==> src/rtl/nonce_search_ctrl_pkg.sv <==
// Shared definitions for the nonce search controller.
//   DEF_NONCE_W   : default nonce width
//   DEF_PTR_W     : default entry index width
//   DEF_MAX_NONCE : default last nonce tried for each entry
//   state_t       : controller FSM states
package nonce_search_ctrl_pkg;

    localparam int          DEF_NONCE_W   = 32;
    localparam int          DEF_PTR_W     = 2;
    localparam logic [31:0] DEF_MAX_NONCE = 32'hFFFF_FFFF;

    typedef enum logic [2:0] {
        S_IDLE   = 3'd0,
        S_ISSUE  = 3'd1,
        S_WAIT   = 3'd2,
        S_CHECK  = 3'd3,
        S_REPORT = 3'd4,
        S_DONE   = 3'd5
    } state_t;

endpackage

==> src/rtl/nonce_search_ctrl_if.sv <==
// Handshake between the nonce search controller and the hash core.
//   hash_start : one-cycle launch pulse (controller -> core)
//   hash_nonce : nonce under test, stable until the next launch (controller -> core)
//   hash_done  : one-cycle result pulse (core -> controller)
//   hash_msb   : top byte of the hash, valid with hash_done (core -> controller)
// Modports: master = controller side, slave = hash core side.
interface nonce_search_ctrl_if
    import nonce_search_ctrl_pkg::*;
#(
    parameter int NONCE_W = DEF_NONCE_W
);
    logic               hash_start;
    logic [NONCE_W-1:0] hash_nonce;
    logic               hash_done;
    logic [7:0]         hash_msb;

    modport master (
        output hash_start,
        output hash_nonce,
        input  hash_done,
        input  hash_msb
    );

    modport slave (
        input  hash_start,
        input  hash_nonce,
        output hash_done,
        output hash_msb
    );
endinterface

==> src/rtl/nonce_search_ctrl_nonce_counter.sv <==
// Nonce counter for the search controller.
//   clk, rst_n : clock, async active-low reset
//   i_clr      : synchronous clear to 0 (wins over i_inc)
//   i_inc      : advance by one; ignored once the count reaches MAX_NONCE
//   o_count    : current nonce
//   o_at_max   : count equals MAX_NONCE (terminal nonce)
module nonce_counter
    import nonce_search_ctrl_pkg::*;
#(
    parameter int                 NONCE_W   = DEF_NONCE_W,
    parameter logic [NONCE_W-1:0] MAX_NONCE = NONCE_W'(DEF_MAX_NONCE)
) (
    input  logic               clk,
    input  logic               rst_n,
    input  logic               i_clr,
    input  logic               i_inc,
    output logic [NONCE_W-1:0] o_count,
    output logic               o_at_max
);

    logic [NONCE_W-1:0] r_count;
    logic               w_at_max;

    assign w_at_max = (r_count == MAX_NONCE);

    // Saturate at the terminal nonce so the search never wraps back to 0.
    always_ff @(posedge clk or negedge rst_n) begin
        if (!rst_n) begin
            r_count <= '0;
        end else if (i_clr) begin
            r_count <= '0;
        end else if (i_inc && !w_at_max) begin
            r_count <= r_count + 1'b1;
        end
    end

    assign o_count  = r_count;
    assign o_at_max = w_at_max;

endmodule

==> src/rtl/nonce_search_ctrl.sv <==
// Nonce search controller. For each entry 0..num_entradas it launches the
// hash core on nonces 0,1,2,... until the top hash byte is below target or
// the terminal nonce misses, then reports the result for that entry.
//   clk, reset_L          : clock, async active-low reset
//   start, abort          : run start pulse / synchronous abort of a busy run
//   num_entradas, target  : run configuration, captured at start
//   hif (master)          : hash core handshake (hash_start/nonce/done/msb)
//   entry_ptr             : entry under search
//   valid                 : one-cycle result pulse for entry_ptr
//   nonce_valido          : winning nonce, or MAX_NONCE when not_found
//   not_found             : no nonce met the target for this entry
//   busy, done            : run in progress / run completed (level)
module nonce_search_ctrl
    import nonce_search_ctrl_pkg::*;
#(
    parameter int                 NONCE_W   = DEF_NONCE_W,
    parameter int                 PTR_W     = DEF_PTR_W,
    parameter logic [NONCE_W-1:0] MAX_NONCE = NONCE_W'(DEF_MAX_NONCE)
) (
    input  logic                clk,
    input  logic                reset_L,
    input  logic                start,
    input  logic                abort,
    input  logic [PTR_W-1:0]    num_entradas,
    input  logic [7:0]          target,
    nonce_search_ctrl_if.master hif,
    output logic [PTR_W-1:0]    entry_ptr,
    output logic                valid,
    output logic [NONCE_W-1:0]  nonce_valido,
    output logic                not_found,
    output logic                busy,
    output logic                done
);

    state_t             r_state;
    state_t             w_next_state;

    logic [PTR_W-1:0]   r_num;
    logic [7:0]         r_target;
    logic [7:0]         r_msb;
    logic [PTR_W-1:0]   r_ptr;
    logic [NONCE_W-1:0] r_nonce_valido;
    logic               r_not_found;

    logic [NONCE_W-1:0] w_nonce;
    logic               w_at_max;
    logic               w_busy;
    logic               w_hit;

    logic               w_cap_cfg;
    logic               w_cap_msb;
    logic               w_cnt_clr;
    logic               w_cnt_inc;
    logic               w_ptr_clr;
    logic               w_ptr_inc;
    logic               w_latch_hit;
    logic               w_latch_miss;

    nonce_counter #(
        .NONCE_W   (NONCE_W),
        .MAX_NONCE (MAX_NONCE)
    ) u_nonce_counter (
        .clk      (clk),
        .rst_n    (reset_L),
        .i_clr    (w_cnt_clr),
        .i_inc    (w_cnt_inc),
        .o_count  (w_nonce),
        .o_at_max (w_at_max)
    );

    assign w_busy = (r_state == S_ISSUE) || (r_state == S_WAIT) ||
                    (r_state == S_CHECK) || (r_state == S_REPORT);

    // Unsigned compare: target of 0 can never hit.
    assign w_hit = (r_msb < r_target);

    always_ff @(posedge clk or negedge reset_L) begin
        if (!reset_L) begin
            r_state <= S_IDLE;
        end else begin
            r_state <= w_next_state;
        end
    end

    always_comb begin
        w_next_state = r_state;
        w_cap_cfg    = 1'b0;
        w_cap_msb    = 1'b0;
        w_cnt_clr    = 1'b0;
        w_cnt_inc    = 1'b0;
        w_ptr_clr    = 1'b0;
        w_ptr_inc    = 1'b0;
        w_latch_hit  = 1'b0;
        w_latch_miss = 1'b0;

        case (r_state)
            S_IDLE, S_DONE: begin
                if (start) begin
                    w_cap_cfg    = 1'b1;
                    w_cnt_clr    = 1'b1;
                    w_ptr_clr    = 1'b1;
                    w_next_state = S_ISSUE;
                end
            end
            S_ISSUE: begin
                w_next_state = S_WAIT;
            end
            S_WAIT: begin
                if (hif.hash_done) begin
                    w_cap_msb    = 1'b1;
                    w_next_state = S_CHECK;
                end
            end
            S_CHECK: begin
                if (w_hit) begin
                    w_latch_hit  = 1'b1;
                    w_next_state = S_REPORT;
                end else if (w_at_max) begin
                    w_latch_miss = 1'b1;
                    w_next_state = S_REPORT;
                end else begin
                    w_cnt_inc    = 1'b1;
                    w_next_state = S_ISSUE;
                end
            end
            S_REPORT: begin
                if (r_ptr < r_num) begin
                    w_ptr_inc    = 1'b1;
                    w_cnt_clr    = 1'b1;
                    w_next_state = S_ISSUE;
                end else begin
                    w_next_state = S_DONE;
                end
            end
            default: begin
                w_next_state = S_IDLE;
            end
        endcase

        // Abort drops the run outright; none of this cycle's updates apply,
        // and any hash_done still in flight lands in IDLE where it is ignored.
        if (abort && w_busy) begin
            w_next_state = S_IDLE;
            w_cap_cfg    = 1'b0;
            w_cap_msb    = 1'b0;
            w_cnt_clr    = 1'b0;
            w_cnt_inc    = 1'b0;
            w_ptr_clr    = 1'b0;
            w_ptr_inc    = 1'b0;
            w_latch_hit  = 1'b0;
            w_latch_miss = 1'b0;
        end
    end

    always_ff @(posedge clk or negedge reset_L) begin
        if (!reset_L) begin
            r_num          <= '0;
            r_target       <= '0;
            r_msb          <= '0;
            r_ptr          <= '0;
            r_nonce_valido <= '0;
            r_not_found    <= 1'b0;
        end else begin
            if (w_cap_cfg) begin
                r_num    <= num_entradas;
                r_target <= target;
            end
            if (w_cap_msb) begin
                r_msb <= hif.hash_msb;
            end
            if (w_ptr_clr) begin
                r_ptr <= '0;
            end else if (w_ptr_inc) begin
                r_ptr <= r_ptr + 1'b1;
            end
            if (w_latch_hit) begin
                r_nonce_valido <= w_nonce;
                r_not_found    <= 1'b0;
            end else if (w_latch_miss) begin
                r_nonce_valido <= MAX_NONCE;
                r_not_found    <= 1'b1;
            end
        end
    end

    assign hif.hash_start = (r_state == S_ISSUE);
    assign hif.hash_nonce = w_nonce;

    assign entry_ptr    = r_ptr;
    // An abort landing on the report cycle suppresses the pulse as well.
    assign valid        = (r_state == S_REPORT) && !abort;
    assign nonce_valido = r_nonce_valido;
    assign not_found    = r_not_found;
    assign busy         = w_busy;
    assign done         = (r_state == S_DONE);

endmodule

==> src/flat_wrapper.sv <==
// flat-port wrapper written by rule: the top's interface ports become plain ports
module nonce_search_ctrl_flat import nonce_search_ctrl_pkg::*;
#(
    parameter int                 NONCE_W   = DEF_NONCE_W,
    parameter int                 PTR_W     = DEF_PTR_W,
    parameter logic [NONCE_W-1:0] MAX_NONCE = NONCE_W'(DEF_MAX_NONCE)
)
  (clk, reset_L, start, abort, num_entradas, target, entry_ptr, valid, nonce_valido, not_found, busy, done, hif_hash_start, hif_hash_nonce, hif_hash_done, hif_hash_msb);
  nonce_search_ctrl_if #(.NONCE_W(NONCE_W)) hif_i ();
  input  logic clk;
  input  logic reset_L;
  input  logic start;
  input  logic abort;
  input  logic [PTR_W-1:0] num_entradas;
  input  logic [7:0] target;
  output logic [PTR_W-1:0] entry_ptr;
  output logic valid;
  output logic [NONCE_W-1:0] nonce_valido;
  output logic not_found;
  output logic busy;
  output logic done;
  output wire logic [$bits(hif_i.hash_start)-1:0] hif_hash_start;
  output wire logic [$bits(hif_i.hash_nonce)-1:0] hif_hash_nonce;
  input wire logic [$bits(hif_i.hash_done)-1:0] hif_hash_done;
  input wire logic [$bits(hif_i.hash_msb)-1:0] hif_hash_msb;
  assign hif_hash_start = hif_i.hash_start;
  assign hif_hash_nonce = hif_i.hash_nonce;
  assign hif_i.hash_done = hif_hash_done;
  assign hif_i.hash_msb = hif_hash_msb;
  nonce_search_ctrl #(.NONCE_W(NONCE_W), .PTR_W(PTR_W), .MAX_NONCE(MAX_NONCE)) u_core (.clk(clk), .reset_L(reset_L), .start(start), .abort(abort), .num_entradas(num_entradas), .target(target), .hif(hif_i), .entry_ptr(entry_ptr), .valid(valid), .nonce_valido(nonce_valido), .not_found(not_found), .busy(busy), .done(done));
endmodule
==> config.mk <==
export PLATFORM = sky130hd
export DESIGN_NAME = nonce_search_ctrl_flat
export DESIGN_NICKNAME = d
export VERILOG_FILES = /design/src/rtl/nonce_search_ctrl_pkg.sv /design/src/rtl/nonce_search_ctrl_if.sv /design/src/rtl/nonce_search_ctrl_nonce_counter.sv /design/src/rtl/nonce_search_ctrl.sv /design/src/flat_wrapper.sv
export SDC_FILE = /design/constraint.sdc
export NUM_CORES = 1
export LEC_CHECK = 0
export ABC_CLOCK_PERIOD_IN_PS = 3200
export BUFFER_PORTS_ARGS = -buffer_cell sky130_fd_sc_hd__clkbuf_2
export CORE_MARGIN = 1
export CORE_UTILIZATION = 45
export CTS_BUF_LIST = sky130_fd_sc_hd__clkbuf_8
export DETAILED_ROUTE_END_ITERATION = 12
export GPL_TIMING_DRIVEN = 0
export PLACE_DENSITY = 0.67
export REMOVE_ABC_BUFFERS = 1
export SKIP_CTS_REPAIR_TIMING = 1
export SLEW_MARGIN = 10
export SYNTH_ARGS = -nofsm -noshare
export SYNTH_HDL_FRONTEND = slang
export SYNTH_HIERARCHICAL = 1
export SYNTH_SLANG_ARGS = --single-unit
==> constraint.sdc <==
create_clock -name clk -period 3.2 [get_ports clk]
set_input_delay 0.16 -clock clk [delete_from_list [all_inputs] [get_ports clk]]
set_output_delay 0.16 -clock clk [all_outputs]
set_load 0.005 [all_outputs]
# Word-level counts from Yosys, hierarchy flattened
# Index checks and enable logic that the tools add are counted.
# Widths: inputs -> output; s select.
# word_totals
out_inout_bits	71
ramBits	0
elab_cells	71
latch_bits	0
memories	0
mem_bits_ro	0
regBits	88
in_bits	23
# op_classes
n_addsub	2
reduce_logical	14
shifts	0
bitwise	0
n_eq_ne	8
multipliers	0
order_cmp	2
muxes	37
div_mod_pow	0
# ops
cell	count
$mux 32	4
$add 32x1->32 const B	1
$eq 32x32->1 const B	1
$mux 1	23
$mux 3	6
$pmux 3 s5	1
$lt 8x8->1	1
$eq 3x2->1 const B	2
$eq 3x3->1 const B	2
$reduce_bool 2->1	3
$mux 2	2
$eq 3x1->1 const B	1
$logic_and 1x1->1	3
$logic_not 3->1	1
$logic_or 1x1->1	3
$ne 3x2->1 const B	1
$ne 3x3->1 const B	1
$add 2x1->2 const B	1
$logic_not 1->1	2
$lt 2x2->1	1
$pmux 1 s2	1
$reduce_and 2->1	1
$reduce_or 2->1	1

# Depth between registers and ports, before layout
# logic_depth
word_depth	9
mapped_depth	12
mapped_depth_nobuf	11

# By module
# The synthesis kept the hierarchy.
# by_module_without_submodules
module	instances	area_per_inst_um2	cells_each	seq_area_each_um2
nonce_search_ctrl	1	2526.2	262	1401.3
nonce_counter	1	1816.7	194	800.8

# Worst setup path after synthesis
# OpenSTA, ideal clock, no wires.
# synth_timing
path_kind	flip-flop to flip-flop
startpoint	register u_core.u_nonce_counter.r_count[20], in the netlist u_core/u_nonce_counter/o_count[20]
endpoint	register u_core.u_nonce_counter.r_count[1], in the netlist u_core/u_nonce_counter/o_count[1]
required_ns	3.068
arrival_ns	2.393
n_path_buf	4
stages_incl_launch_ff	12
synth_period_minus_slack_ns	2.524
slack_ns	0.676
path_cell_list	dfrtp_1 nand4_4 or4_1 buf_2 nor3_1 nor3_1 buf_2 o31ai_4 buf_6 buf_8 mux2i_1 nor2_1
# synth_via
elab_chain_len	7
word_cells_on_any_way	8
cone_classes	eq/ne: 1; mux: 4; reduce/logical: 3
# synth_rtl
element	line	source
start, declared	nonce_search_ctrl_nonce_counter.sv:21	logic [NONCE_W-1:0] r_count;
start signal, assigned	nonce_search_ctrl_nonce_counter.sv:33	r_count <= r_count + 1'b1;
$eq 32x32->1	nonce_search_ctrl_nonce_counter.sv:24	assign w_at_max = (r_count == MAX_NONCE);
named net u_core.w_at_max	nonce_search_ctrl.sv:46	logic w_at_max;
$mux 1	nonce_search_ctrl.sv:118	end else if (w_at_max) begin
$mux 1	nonce_search_ctrl.sv:115	if (w_hit) begin
$mux 1	nonce_search_ctrl.sv:96	case (r_state)
$mux 1	nonce_search_ctrl.sv:142	if (abort && w_busy) begin
named net u_core.w_cnt_inc	nonce_search_ctrl.sv:53	logic w_cnt_inc;
$logic_and 1x1->1	nonce_search_ctrl_nonce_counter.sv:32	end else if (i_inc && !w_at_max) begin
$reduce_bool 2->1 (no source line)	--	
# The timed path passes the listed nets, and every way through them passes these cells.
# A chain may end at the register's enable or synchronous reset.

# Final worst setup path
# layout_timing
startpoint	register u_core.r_msb[7]
endpoint	register u_core.u_nonce_counter.r_count[13], in the netlist u_core/u_nonce_counter/o_count[13]
# layout_via
elab_chain_len	6
# layout_rtl
element	line	source
start, declared	nonce_search_ctrl.sv:40	logic [7:0] r_msb;
start signal, assigned	nonce_search_ctrl.sv:169	r_msb <= hif.hash_msb;
$lt 8x8->1	nonce_search_ctrl.sv:75	assign w_hit = (r_msb < r_target);
$mux 1	nonce_search_ctrl.sv:115	
$mux 1	nonce_search_ctrl.sv:96	
$mux 1	nonce_search_ctrl.sv:142	
named net u_core.w_cnt_inc	nonce_search_ctrl.sv:53	
$logic_and 1x1->1	nonce_search_ctrl_nonce_counter.sv:32	
$reduce_bool 2->1 (no source line)	--	
# The timed path passes the listed nets, and every way through them passes these cells.

==> flow_metrics.tcl <==
set metrics [dict create \
    cts.sinks 88 \
    yosysSeqAreaShare 0.507 \
    dieWidth_um 100 \
    antenna_left 0 \
    setup_tns_ns 0 \
    ys.flop_type "dfrtp_1" \
    dp_hpwl_um 6770 \
    totalWireLength_um 9920 \
    gp_congestion 0.797 \
    start_util 0.468 \
    cts_made_buffers 9 \
    relSlewSlack 0.221 \
    dpl_cell_area_um2 4930 \
    clock_skew_ns 0.0134 \
    worst-endpoint-arrival_ns 3.23 \
    antenna_found_initial 0 \
    finalSetupViolations 0 \
    startpoint_type "register" \
    port_buffers 93 \
    whs_ns 0.00680 \
    cts_max_level 3 \
    synth_cell_type_count 45 \
    required_ns 3.47 \
    leakagePower_uw 0.00237 \
    grt_use_total 0.202 \
    grt_pass1_wl_um 16100 \
    root_buffer "clkbuf_8" \
    synth_edf_count 0 \
    vias_per_cell 5.33 \
    vias 3614 \
    avgSynthCellArea_um2 9.52 \
    dr.first_iter.drc_count 228 \
    firstDrtPassIters 4 \
    rsz0062_at_grt "no" \
    worst_pin_slew_ns 1.16 \
    cts_tree "built" \
    drv_slew 0 \
    async_reset_ff_frac 1.00 \
    grt_start_max_net_pins 53 \
    ys_warn_count 6 \
    clock.fmax_mhz 337 \
    crit_fanout 24 \
    cts_buffer_depth 2 \
    final_common_cell "clkbuf_2" \
    design_area_um2 5200 \
    core_um2 9280 \
    io_pins 94 \
    final-hold-violation-count 0 \
    peakVddDrop_mv 0.308 \
    grt_pass1_vias 3363 \
    fin_nets 577 \
    crit_path_end_kind "register" \
    layout_common_cells "92 x clkbuf_2, 88 x dfrtp_1, 58 x nand2_1, 58 x nor2_1, 38 x o21ai_0" \
    powerDensity_nw_per_um2 554 \
    outcome "completed" \
    overflow 0 \
    fin_crit_ns 2.97 \
    route.detailed.drc 0 \
    die_y_um 100 \
    crit_type "reg2reg" \
    die_area_um2 10000 \
    drive_gt1_frac 0.242 \
    fp-row-count 35 \
    fin_crit_sh 0.927 \
    antenna_cells 0 \
    fin_util 0.560 \
    syn_inst 456 \
    syn-cell-area_um2 4340 \
    area_delta_synth_final_pct 19.7 \
    wire_per_inst_um 14.6 \
    maxCapViolCount 0 \
    worstSkewPairLatency_ns 0.35 \
    hold_class "in2reg" \
    ys_seq_elements 88 \
    clk_pin_slew_ns 0.09 \
]
==> flip-flops by register name, summed over array words and instances (netlist names) <==
register	flops
u_core/r_state	3
u_core/r_num	2
u_core/nonce_valido	32
u_core/r_target	8
u_core/not_found	1
u_core/u_nonce_counter/o_count	32
u_core/r_msb	8
u_core/entry_ptr	2
==> metal layers <==
layer	global-route usage	wire, um
met1	0.281	4670
met5	0	0
met2	0.317	4530
met3	0.0355	606
met4	0.0702	114
==> final cells by class <==
class                   count  area [um2]
multi-input cells         329        1970
clock buffers               9         124
well taps                 129         161
fillers                   856        4090
clock inverters             6        78.8
repair buffers            101         598
inverters                  16        60.1
flip-flops and latches     88        2200
==> cells in the mapped netlist, drive strengths merged (2+ instances only) <==
master	n	share of area
nand4	14	0.024
nand3	8	0.0092
or3	10	0.014
o32ai	2	0.0040
xor2	9	0.018
and2	3	0.0043
a31oi	2	0.0029
a211oi	3	0.0063
clkbuf	10	0.0086
nand2	58	0.050
buf	14	0.029
nor3	5	0.0058
and3	2	0.0029
xnor2	7	0.014
nor2	59	0.051
mux2	10	0.026
or4	11	0.019
ha	9	0.026
dfrtp	88	0.51
o2111ai	3	0.0061
a21oi	25	0.030
nor4	4	0.0072
inv	16	0.014
nand2b	4	0.0058
o21ai	53	0.061
and4	7	0.014
o31ai	11	0.022
==> per-stage QoR <==
| step | power (uW) | cells | setup WS, ns |
|---|---|---|---|
| floorplan | 1800 | 432 | -0.0519 |
| global placement | 1990 | 654 | -0.893 |
| detailed placement | 2090 | 658 | -0.603 |
| CTS | 2890 | 673 | -0.654 |
| global route | 3060 | 678 | 0.0158 |
| finish | 2880 | 678 | 0.235 |
==> kinds of logic (layout without fill, tap and decap cells) <==
| kind of cell | Yosys count | in the layout | synth area share |
|---|---|---|---|
| and+or+nand+nor | 188 | 189 | 0.213 |
| AOI/OAI and AO/OA | 104 | 104 | 0.143 |
| DFF | 88 | 88 | 0.507 |
| buffers and inverters | 40 | 132 | 0.0510 |
| xor gates and xnor gates | 16 | 16 | 0.0323 |
| muxes | 11 | 11 | 0.0282 |
| adders and majority gates | 9 | 9 | 0.0259 |
==> report_power, final <==
| group | switching [uW] | internal [uW] | leakage, uW | total [uW] |
|---|---|---|---|---|
| clock | 372 | 428 | 0.000109 | 799 |
| sequential | 95.3 | 1250 | 0.00120 | 1340 |
| combinational | 429 | 309 | 0.00106 | 738 |
==> critical path: stages, from the launching register on <==
cell and delay (ns):
dfrtp_1 0.39, ha_1 0.32, nand2_1 0.05, o21ai_0 0.40
a21oi_1 0.17, nor3_4 0.39, o31ai_4 0.26, buf_8 0.23
or4_1 0.48, a21oi_1 0.17
==> path summary, 6_finish.rpt <==
check	from	end	slack, ns	cells past startpoint
max	u_core/r_msb[7]$_DFFE_PN0P_	u_core/u_nonce_counter/o_count[13]$_DFFE_PN0P_	0.23	9
min	target[4]	u_core/r_target[4]$_DFFE_PN0P_	0.007	3
max reg2reg	u_core/r_msb[7]$_DFFE_PN0P_	u_core/u_nonce_counter/o_count[13]$_DFFE_PN0P_	0.23	9
min reg2reg	u_core/not_found$_DFFE_PN0P_	u_core/not_found$_DFFE_PN0P_	0.50	2
max in group asynchronous	reset_L	u_core/u_nonce_counter/o_count[1]$_DFFE_PN0P_	2.20	3
min in group asynchronous	reset_L	u_core/r_target[5]$_DFFE_PN0P_	0.35	2
Note: power is estimated with default switching activity, not from simulation.
